<file path="src/rtl/cdb_pkg.sv">
// rtl/cdb_pkg.sv - shared state encoding and constants for the CDB arbiter
package cdb_pkg;

  typedef enum logic [1:0] {
    IDLE    = 2'd0,
    GRANT   = 2'd1,
    RELEASE = 2'd2
  } cdb_state_t;

  localparam int NO_GRANT   = 0;
  localparam int STAT_WIDTH = 16;

endpackage

</file>
<file path="src/rtl/rr_pick.sv">
// rtl/rr_pick.sv - combinational round-robin pick: first request at or after ptr
module rr_pick #(
  parameter int N  = 3,
  parameter int IW = (N > 1) ? $clog2(N) : 1
) (
  input  logic [N-1:0]  req,
  input  logic [IW-1:0] ptr,
  output logic [N-1:0]  grant,
  output logic [IW-1:0] grant_idx
);

  logic found;
  int   u;

  // Walk the units starting at ptr and wrapping; the first requester wins.
  always_comb begin
    grant     = '0;
    grant_idx = '0;
    found     = 1'b0;
    u         = 0;
    for (int k = 0; k < N; k++) begin
      u = (int'(ptr) + k) % N;
      if (!found && req[u]) begin
        found     = 1'b1;
        grant[u]  = 1'b1;
        grant_idx = IW'(u);
      end
    end
  end

endmodule

</file>
<file path="src/rtl/cdb_arbiter.sv">
// rtl/cdb_arbiter.sv - round-robin CDB arbiter (optional per-unit grant counters via CDB_ARB_STATS_EN)
module cdb_arbiter
  import cdb_pkg::*;
#(
  parameter int  NUM_UNITS   = 3,
  parameter int  XMIT_CYCLES = 1,
  localparam int IW          = $clog2(NUM_UNITS)
) (
  input  logic                 clock,
  input  logic                 reset_n,
  input  logic [NUM_UNITS-1:0] CDB_rts,
  output logic [NUM_UNITS-1:0] CDB_xmit,
  output logic [IW-1:0]        grant_id,
  output logic                 cdb_busy,
  output logic                 arb_error
`ifdef CDB_ARB_STATS_EN
  ,
  output logic [STAT_WIDTH*NUM_UNITS-1:0] grant_count
`endif
);

  cdb_state_t           state, state_d;
  logic [NUM_UNITS-1:0] xmit_d;
  logic [IW-1:0]        gid_d;
  logic                 busy_d, err_d;
  logic [IW-1:0]        rr_ptr, rr_ptr_d;
  logic [1:0]           cnt, cnt_d;
  logic [NUM_UNITS-1:0] pick_grant;
  logic [IW-1:0]        pick_idx;

  rr_pick #(.N(NUM_UNITS), .IW(IW)) u_pick (
    .req       (CDB_rts),
    .ptr       (rr_ptr),
    .grant     (pick_grant),
    .grant_idx (pick_idx)
  );

  // State and all outputs are registered; async reset clears the bus at once.
  always_ff @(posedge clock or negedge reset_n) begin
    if (!reset_n) begin
      state     <= IDLE;
      CDB_xmit  <= '0;
      grant_id  <= IW'(NO_GRANT);
      cdb_busy  <= 1'b0;
      arb_error <= 1'b0;
      rr_ptr    <= '0;
      cnt       <= '0;
    end else begin
      state     <= state_d;
      CDB_xmit  <= xmit_d;
      grant_id  <= gid_d;
      cdb_busy  <= busy_d;
      arb_error <= err_d;
      rr_ptr    <= rr_ptr_d;
      cnt       <= cnt_d;
    end
  end

  // Next state: RELEASE doubles as the arbitration point so grants can be back to back.
  always_comb begin
    state_d  = state;
    xmit_d   = CDB_xmit;
    gid_d    = grant_id;
    busy_d   = cdb_busy;
    err_d    = 1'b0;
    rr_ptr_d = rr_ptr;
    cnt_d    = cnt;
    case (state)
      IDLE, RELEASE: begin
        state_d = IDLE;
        xmit_d  = '0;
        gid_d   = IW'(NO_GRANT);
        busy_d  = 1'b0;
        cnt_d   = '0;
        if (|CDB_rts) begin
          state_d = GRANT;
          xmit_d  = pick_grant;
          gid_d   = pick_idx;
          busy_d  = 1'b1;
          cnt_d   = 2'(XMIT_CYCLES - 1);
        end
      end
      GRANT: begin
        if (((CDB_rts & CDB_xmit) == '0) || (cnt == 2'd0)) begin
          err_d    = ((CDB_rts & CDB_xmit) == '0);
          state_d  = RELEASE;
          xmit_d   = '0;
          gid_d    = IW'(NO_GRANT);
          busy_d   = 1'b0;
          cnt_d    = '0;
          rr_ptr_d = (grant_id == IW'(NUM_UNITS - 1)) ? '0 : grant_id + IW'(1);
        end else begin
          cnt_d = cnt - 2'd1;
        end
      end
      default: begin
        state_d = IDLE;
        xmit_d  = '0;
        gid_d   = IW'(NO_GRANT);
        busy_d  = 1'b0;
        cnt_d   = '0;
      end
    endcase
  end

`ifdef CDB_ARB_STATS_EN
  logic grant_evt;
  assign grant_evt = ((state == IDLE) || (state == RELEASE)) && (|CDB_rts);

  // Saturating per-unit grant counters, bumped on each entry to GRANT.
  always_ff @(posedge clock or negedge reset_n) begin
    if (!reset_n) begin
      grant_count <= '0;
    end else if (grant_evt) begin
      for (int i = 0; i < NUM_UNITS; i++) begin
        if (pick_grant[i] && (grant_count[STAT_WIDTH*i +: STAT_WIDTH] != {STAT_WIDTH{1'b1}})) begin
          grant_count[STAT_WIDTH*i +: STAT_WIDTH] <= grant_count[STAT_WIDTH*i +: STAT_WIDTH] + 1'b1;
        end
      end
    end
  end
`endif

endmodule

</file>
<file path="config.mk">
export PLATFORM = sky130hd
export DESIGN_NAME = cdb_arbiter
export DESIGN_NICKNAME = d
export VERILOG_FILES = /design/src/rtl/cdb_pkg.sv /design/src/rtl/rr_pick.sv /design/src/rtl/cdb_arbiter.sv
export SDC_FILE = /design/constraint.sdc
export NUM_CORES = 1
export LEC_CHECK = 0
export CAP_MARGIN = 40
export CORE_MARGIN = 3
export CORE_UTILIZATION = 42
export CTS_BUF_LIST = sky130_fd_sc_hd__clkbuf_2
export DETAILED_ROUTE_END_ITERATION = 16
export GPL_ROUTABILITY_DRIVEN = 0
export GPL_TIMING_DRIVEN = 0
export PLACE_DENSITY = 0.64
export SYNTH_ARGS = -nofsm -noshare
export SYNTH_HDL_FRONTEND = slang
export SYNTH_SLANG_ARGS = --single-unit
</file>
<file path="constraint.sdc">
create_clock -name clock -period 1.8 [get_ports clock]
set_clock_uncertainty 0.05 [all_clocks]
set_input_delay 0.45 -clock clock [delete_from_list [all_inputs] [get_ports clock]]
set_output_delay 0.45 -clock clock [all_outputs]
set_load 0.02 [all_outputs]
</file>
==> tab_implementation.tex, run 1 <==
\begin{tabular}{lr}
\hline
Metric & Value \\
\hline
\multicolumn{2}{l}{\textbf{Power and ir drop}} \\
Leakage power figure & 0.546 nW \\
Power Density & 1410 mW/mm2 \\
Peak supply drop & 0.000720 V \\
\multicolumn{2}{l}{\textbf{Logic synthesis}} \\
Most used DFF post-synth & sky130\_fd\_sc\_hd\_\_dfrtp\_1 \\
Share of async-settable or async-resettable flops after synthesis & 100\% \\
Share of the synthesized area in compound gates (AO/OA/AOI/OAI) & 18.6\% \\
Cell variety after synth & 33 \\
Top cells by area in the synthesized netlist & sky130\_fd\_sc\_hd\_\_dfrtp\_1, sky130\_fd\_sc\_hd\_\_ha\_1, sky130\_fd\_sc\_hd\_\_o21ai\_0 \\
\#FFs+latches synth & 13 \\
Count of warnings emitted by yosys & 0 \\
Number of enable flip-flop cells after synthesis & 0 \\
Mean cell area of the mapped netlist & 9.11 um2 \\
Nets in the synthesized netlist & 100 \\
Simple-gate share of the synthesized area & 23.2\% \\
Share of the synthesized area in the top cell type & 39.7\% \\
Most frequent cell after synthesis & sky130\_fd\_sc\_hd\_\_dfrtp\_1 \\
Multiplexer share of the synthesized area & 3.66\% \\
Adder and majority gate portion of the synthesized area & 7.63\% \\
Dominant combinational cell family by area after synthesis & simple AND/OR/NAND/NOR gates \\
Combined area of all synthesized cells & 820 um2 \\
Fraction of synthesized cell area in xor and xnor cells & 0\% \\
Register area share after synthesis & 39.7\% \\
Cell taking the most area after synthesis & sky130\_fd\_sc\_hd\_\_dfrtp\_1 \\
Mapped Cells & 90 \\
Commonest cells in the synthesized netlist & sky130\_fd\_sc\_hd\_\_dfrtp\_1, sky130\_fd\_sc\_hd\_\_inv\_1, sky130\_fd\_sc\_hd\_\_nor2\_1, sky130\_fd\_sc\_hd\_\_o21ai\_0, sky130\_fd\_sc\_hd\_\_nand2\_1 \\
\multicolumn{2}{l}{\textbf{Final layout}} \\
Count of placed standard cells in the final layout, fillers left out & 136 \\
Number of fill cells & 160 \\
Net count, final & 122 \\
Post-route cell area & 0.00110 mm2 \\
Area added between synthesis and finish & 34.7\% \\
Register area & 325 um2 \\
Layout cell share with drive strength beyond 1 & 25.2\% \\
Multi-input combinational cell area & 488 um2 \\
Number of diodes & 0 \\
\multicolumn{2}{l}{\textbf{Timing}} \\
Period Utilization, post-route & 98.6\% \\
Final setup violation count & 0 \\
Setup repair after global routing missed its margin & yes \\
Minimum period implied by the final worst setup slack & 1.77 ns \\
Slew margin rel. & 61.5\% \\
Highest attainable clock frequency & 0.564 GHz \\
Final Max Tran Viols & 0 \\
Measured slew at the worst slew-check pin & 0.576 ns \\
Count of endpoints failing hold in the final timing report & 0 \\
\multicolumn{2}{l}{\textbf{Global route}} \\
Pin count of the biggest net entering global routing & 14 \\
Total global routing overflow & 0 \\
Antenna violations before repair & 0 \\
Global-route wire length before repair & 3240 um \\
Overall routing resource usage & 16.9\% \\
Number of global-route vias before repair & 697 \\
\multicolumn{2}{l}{\textbf{Route}} \\
Remaining DRCs & 0 \\
Per-cell routed wire length & 14.0 um \\
First DRT Iteration DRCs & 35 \\
Vias & 769 \\
First drt pass iteration count & 4 \\
Post-detailed-routing wire length & 1910 um \\
Average vias per placed instance & 5.65 \\
Antenna-violating nets left & 0 \\
\multicolumn{2}{l}{\textbf{Floorplanning}} \\
Number of cell rows & 15 \\
Floorplan die width & 50.2 um \\
Die height & 50.2 um \\
Total Die Area & 0.00252 mm2 \\
Core ar. & 0.00178 mm2 \\
Starting density of the core & 46.0\% \\
Count of boundary I/O pins & 12 \\
\multicolumn{2}{l}{\textbf{Setup path}} \\
Critical path's slowest cell & sky130\_fd\_sc\_hd\_\_a222oi\_1 \\
Highest fanout seen on the critical path & 8 \\
Type of the worst setup path & input pin to register \\
Combined buffer and inverter count along the critical path & 2 \\
Peak per-stage delay on the critical path & 0.37 ns \\
Worst Setup End Kind & register \\
Arrival time of the worst setup path & 1.93 ns \\
Cell family with most CP delay & simple AND/OR/NAND/NOR gates \\
Crit path cell chain & clkdlybuf4s15\_2, a222oi\_1, buf\_4, nor2\_1, or2\_1, or3\_4, o21ai\_2 \\
Kind of launch point of the worst setup path & input pin \\
CP required & 1.95 ns \\
\multicolumn{2}{l}{\textbf{Clock network}} \\
TritonCTS buffer count & 3 \\
CTS tree & built \\
Insertion delay of the later-clocked pin in the worst-skew pair & 0.27 ns \\
Count of clock tree sinks & 13 \\
Root Driver & sky130\_fd\_sc\_hd\_\_clkbuf\_2 \\
H-tree depth & 1 \\
Clock transition time at the flip-flop clock pins of the worst setup and hold paths & 0.12 ns \\
Longest Clk Path Bufs & 2 \\
CTS hold repair buffers & 0 \\
\multicolumn{2}{l}{\textbf{Placement}} \\
Count of port buffers added during placement & 10 \\
Placed inst area & 951 um2 \\
DP Cell Count & 125 \\
HPWL Detailed & 1270 um \\
\multicolumn{2}{l}{\textbf{Run}} \\
Number of violations of the max-capacitance limit & 0 \\
\multicolumn{2}{l}{\textbf{Run status}} \\
Run status & completed \\
\multicolumn{2}{l}{\textbf{Worst hold path}} \\
Worst Hold Class & register to register \\
\hline
\end{tabular}
-- layer usage --
| layer | global-route usage, % | part of all wire, % | wire length, um | up-vias |
|---|---|---|---|---|
| li1 | - | - | - | 362 |
| met1 | 24.7 | 47 | 900 | 384 |
| met2 | 24.3 | 46 | 884 | 23 |
| met3 | 4.75 | 6.3 | 120 | 0 |
| met4 | 4.15 | 0 | 0 | 0 |
| met5 | 0 | 0 | 0 | - |
-- layout by cell type (no fill, tap or decap), types with 3 or more instances in the layout --
master | synthesis | layout
sky130_fd_sc_hd__a32oi_1 | 3 | 3
sky130_fd_sc_hd__buf_4 | 0 | 9
sky130_fd_sc_hd__nand2_1 | 6 | 6
sky130_fd_sc_hd__dlygate4sd2_1 | 0 | 3
sky130_fd_sc_hd__nor2_1 | 8 | 8
sky130_fd_sc_hd__dlymetal6s2s_1 | 0 | 4
sky130_fd_sc_hd__inv_1 | 8 | 6
sky130_fd_sc_hd__o21ai_1 | 0 | 3
sky130_fd_sc_hd__o21ai_0 | 8 | 5
sky130_fd_sc_hd__dfrtp_1 | 13 | 13
sky130_fd_sc_hd__nand2b_1 | 4 | 4
sky130_fd_sc_hd__buf_6 | 1 | 3
sky130_fd_sc_hd__ha_1 | 5 | 3
sky130_fd_sc_hd__clkbuf_2 | 0 | 4
-- path summary, 6_finish.rpt --
kind | from | endpoint | slack [ns] | cells past startpoint
worst max-delay path | CDB_rts[0] | rr_ptr[0]$_DFFE_PN0P_ | 0.03 | 7
worst min-delay path | cnt[0]$_DFF_PN0_ | cnt[0]$_DFF_PN0_ | 0.39 | 1
worst max register to register | CDB_xmit[0]$_DFFE_PN0P_ | rr_ptr[0]$_DFFE_PN0P_ | 0.05 | 6
worst min register to register | cnt[0]$_DFF_PN0_ | cnt[0]$_DFF_PN0_ | 0.39 | 1
max in group asynchronous | reset_n | rr_ptr[0]$_DFFE_PN0P_ | 0.84 | 1
min in group asynchronous | reset_n | arb_error$_DFF_PN0_ | 0.48 | 1
-- layout make-up --
type	instances	share of cell area, %
clock buffer	4	1.81
inverter	8	2.72
tap	25	2.83
sequential	13	29.5
multi-input combinational	64	44.2
buffer	4	3.74
timing repair buffer	18	15.2
-- report_power, final --
group,internal (mW),switching [mW]
combinational,0.487,0.487
clock,0.0590,0.0948
sequential,0.370,0.0640
-- through the flow --
step	util [%]	setup slack, ns	hold slack, ns	total power, mW	TNS [ns]
finish	61.9	0.0256	0.386	1.56	0
global route	61.9	-0.0182	0.392	1.68	-0.0182
CTS	58.0	0.00124	0.387	1.43	0
detailed placement	53.3	-0.781	0.375	1.18	-7.26
global placement	53.3	-0.774	0.371	1.18	-6.98
floorplan	-	0.00603	0.104	0.952	0
-- state kept, by name (all words and copies together) (netlist names) --
name,cells
rr_ptr,2
arb_error,1
cnt,2
cdb_busy,1
state,2
CDB_xmit,3
grant_id,2
-- repair_timing --
item	in CTS	in global routing
buffers inserted	5	3
pin swaps	4	4
resized for setup	19	13
setup endpoints to repair	12	9
-- cell families (layout without fill, tap and decap cells) --
group	Yosys count	count (layout)
adders and majority gates	5	5
buffers and inverters	13	34
DFF	13	13
muxes	3	3
and+or+nand+nor	35	35
AOI/OAI and AO/OA	21	21
No activity file was read; power rests on OpenSTA's default activity.
==> inputs of run 2 (changes only) <==
Settings changed: HOLD_SLACK_MARGIN from default to 0.05.
==> results of run 2 <==
The final DEF is identical to that of run 1; final timing and power are the same.
==> inputs of run 3 (changes only) <==
Settings changed: PLACE_DENSITY 0.64 to 0.61.
Clock period 1.8 ns to 2.3 ns, I/O delays scaled along.
==> run 3 against run 2 <==
  * Flip-flop and latch count is the same
  * First-iteration DRC count fell by 71%
  * Global-route usage is 0.75 points lower
  * Cell area down 10%
  * Via count shrank 9.4%
  * Combinational power down 37%
  * Sequential share of layout area up 3.3 points
  * Hold slack improved by 0.0086 ns
  * Non-clock buffer count is 5 lower
  * Cell count down 3.7%
  * Sequential power shrank 22%
  * Setup slack gained 0.077 ns
  * Critical endpoint unchanged
  * Largest power group unchanged
==> tab_implementation.tex, run 3 (synthesis results as in run 1) <==
\begin{tabular}{lr}
\hline
Metric & Value \\
\hline
\multicolumn{2}{l}{\textbf{Setup path}} \\
Arrival time of the worst setup path & 2.35 ns \\
Highest fanout seen on the critical path & 8 \\
Worst setup startpoint & CDB\_rts[0] \\
Kind of launch point of the worst setup path & input pin \\
Reg2reg setup slack & 0.19 ns \\
End of the worst register-to-register path & CDB\_xmit[1]\$\_DFFE\_PN0P\_ \\
Reg2reg path depth & 7 \\
Endpoint of the most critical setup path & rr\_ptr[0]\$\_DFFE\_PN0P\_ \\
Type of the worst setup path & input pin to register \\
CP required & 2.46 ns \\
Worst Setup End Kind & register \\
Crit Reg-Reg Startpoint & rr\_ptr[0]\$\_DFFE\_PN0P\_ \\
\multicolumn{2}{l}{\textbf{Power and ir drop}} \\
Leakage power figure & 0.438 nW \\
Pwr Total & 1.06 mW \\
Power Density & 1070 mW/mm2 \\
Peak supply drop & 0.000467 V \\
\multicolumn{2}{l}{\textbf{Route}} \\
Per-cell routed wire length & 13.0 um \\
Met3 wirelength from detailed routing & 98 um \\
Met2 wire len & 729 um \\
Highest Signal Layer & met4 \\
Vias & 697 \\
Remaining DRCs & 0 \\
Wire length the detailed router placed on met1 & 872 um \\
First DRT Iteration DRCs & 10 \\
First drt pass iteration count & 4 \\
Antenna-violating nets left & 0 \\
Average vias per placed instance & 5.32 \\
Post-detailed-routing wire length & 1710 um \\
\multicolumn{2}{l}{\textbf{Timing}} \\
Slew margin rel. & 61.9\% \\
Highest attainable clock frequency & 0.455 GHz \\
Setup TNS & 0 ns \\
Final setup violation count & 0 \\
Final Max Tran Viols & 0 \\
Setup repair after global routing missed its margin & no \\
Period Utilization, post-route & 95.5\% \\
Minimum period implied by the final worst setup slack & 2.20 ns \\
Count of endpoints failing hold in the final timing report & 0 \\
Final worst slack & 0.103 ns \\
Measured slew at the worst slew-check pin & 0.570 ns \\
\multicolumn{2}{l}{\textbf{Global route}} \\
Number of global-route vias before repair & 699 \\
Global-route wire length before repair & 3090 um \\
Antenna violations before repair & 0 \\
Total global routing overflow & 0 \\
Pin count of the biggest net entering global routing & 14 \\
Overall routing resource usage & 16.1\% \\
\multicolumn{2}{l}{\textbf{Final layout}} \\
Net count, final & 117 \\
Area added between synthesis and finish & 20.9\% \\
Layout cell share with drive strength beyond 1 & 12.3\% \\
Most common cell after layout, fill and taps aside & sky130\_fd\_sc\_hd\_\_dfrtp\_1 \\
Leading cell types in the layout, fill and taps excluded & sky130\_fd\_sc\_hd\_\_dfrtp\_1, sky130\_fd\_sc\_hd\_\_clkdlybuf4s50\_1, sky130\_fd\_sc\_hd\_\_inv\_1, sky130\_fd\_sc\_hd\_\_nor2\_1, sky130\_fd\_sc\_hd\_\_o21ai\_0 \\
Post-route cell area & 991 um2 \\
Number of diodes & 0 \\
Number of flip-flops in the largest register & 3 \\
Register bank with the most flops & CDB\_xmit \\
\multicolumn{2}{l}{\textbf{Clock network}} \\
CTS hold repair buffers & 0 \\
Root Driver & sky130\_fd\_sc\_hd\_\_clkbuf\_2 \\
TritonCTS buffer count & 3 \\
Insertion delay of the later-clocked pin in the worst-skew pair & 0.26 ns \\
CTS tree & built \\
Clock transition time at the flip-flop clock pins of the worst setup and hold paths & 0.12 ns \\
Longest Clk Path Bufs & 2 \\
H-tree depth & 1 \\
Count of clock tree sinks & 13 \\
\multicolumn{2}{l}{\textbf{Floorplanning}} \\
Count of boundary I/O pins & 12 \\
Total Die Area & 0.00252 mm2 \\
Starting density of the core & 46.0\% \\
Number of cell rows & 15 \\
Die height & 50.2 um \\
Floorplan die width & 50.2 um \\
Core ar. & 0.00178 mm2 \\
\multicolumn{2}{l}{\textbf{Placement}} \\
Count of port buffers added during placement & 10 \\
Placed inst area & 951 um2 \\
HPWL Detailed & 1250 um \\
Dpl ws & -0.364 ns \\
\multicolumn{2}{l}{\textbf{Run status}} \\
Run status & completed \\
\multicolumn{2}{l}{\textbf{Worst hold path}} \\
Worst Hold Class & register to register \\
\multicolumn{2}{l}{\textbf{Run}} \\
Number of violations of the max-capacitance limit & 0 \\
\hline
\end{tabular}
[run 3: cell types whose count changed in the layout (fill, tap and decap cells not counted), moves of 2 or more]
cell,before,now
sky130_fd_sc_hd__buf_4,9,2
sky130_fd_sc_hd__clkdlybuf4s50_1,2,10
sky130_fd_sc_hd__dlymetal6s2s_1,4,0
sky130_fd_sc_hd__buf_6,3,1
sky130_fd_sc_hd__ha_1,3,5
sky130_fd_sc_hd__buf_2,0,2
sky130_fd_sc_hd__dlygate4sd2_1,3,0
sky130_fd_sc_hd__clkbuf_1,0,2
sky130_fd_sc_hd__inv_2,2,0
sky130_fd_sc_hd__ha_4,2,0
sky130_fd_sc_hd__o21ai_1,3,0
sky130_fd_sc_hd__inv_1,6,8
sky130_fd_sc_hd__o21ai_0,5,8
[run 3: power breakdown]
group	internal, mW	switching [mW]	leakage, nW
registers	0.290	0.0476	0.169
logic	0.279	0.332	0.252
clock network	0.0461	0.0700	0.0166
[run 3: repair_timing]
action	CTS	global route
gates resized for setup	0	1
pin swaps	1	0
setup endpoints to repair	3	5
buffers inserted	2	0
[run 3: critical path, cell delays in order]
cell and delay [ns]:
sky130_fd_sc_hd__clkdlybuf4s50_1 0.55, sky130_fd_sc_hd__a222oi_1 0.41, sky130_fd_sc_hd__buf_4 0.19, sky130_fd_sc_hd__nor2_1 0.03, sky130_fd_sc_hd__or2_0 0.20, sky130_fd_sc_hd__or3_1 0.33
sky130_fd_sc_hd__o21ai_2 0.06
[run 3: area by class of cell]
| class | count | area [um2] |
|---|---|---|
| inverters | 8 | 30.0 |
| plain buffers | 5 | 28.8 |
| multi-input cells | 64 | 440 |
| flip-flops and latches | 13 | 325 |
| fillers | 181 | 792 |
| well taps | 25 | 31.3 |
| clock buffers | 4 | 20.0 |
| repair buffers | 12 | 115 |
[run 3: worst min path at each step]
| stage | slack (ns) | cells after the start | from | to |
|---|---|---|---|---|
| 2_1_floorplan | 0.23 | 0 | reset_n | CDB_xmit[0]$_DFFE_PN0P_ |
| 5_1_grt | 0.42 | 1 | cnt[0]$_DFF_PN0_ | cnt[0]$_DFF_PN0_ |
| 3_5_place_dp | 0.38 | 1 | cnt[0]$_DFF_PN0_ | cnt[0]$_DFF_PN0_ |
| 3_3_place_gp | 0.38 | 1 | cnt[0]$_DFF_PN0_ | cnt[0]$_DFF_PN0_ |
| 4_1_cts | 0.39 | 1 | cnt[0]$_DFF_PN0_ | cnt[0]$_DFF_PN0_ |
| 6_report | 0.39 | 1 | cnt[0]$_DFF_PN0_ | cnt[0]$_DFF_PN0_ |
[run 3: stage by stage]
stage | utilization [%] | hold slack, ns | cells
final | 55.6 | 0.394 | 131
after global routing | 55.6 | 0.417 | 131
after CTS | 55.3 | 0.394 | 131
after detailed placement | 53.3 | 0.384 | 125
after global placement | 53.3 | 0.375 | 125
after floorplan | - | 0.229 | 90
[run 3: routing by layer]
layer | vias to the layer above | global-route usage (%)
met2 | 19 | 22.4
li1 | 357 | -
met3 | 2 | 5.93
met1 | 319 | 23.4
met4 | 0 | 4.15
met5 | - | 0
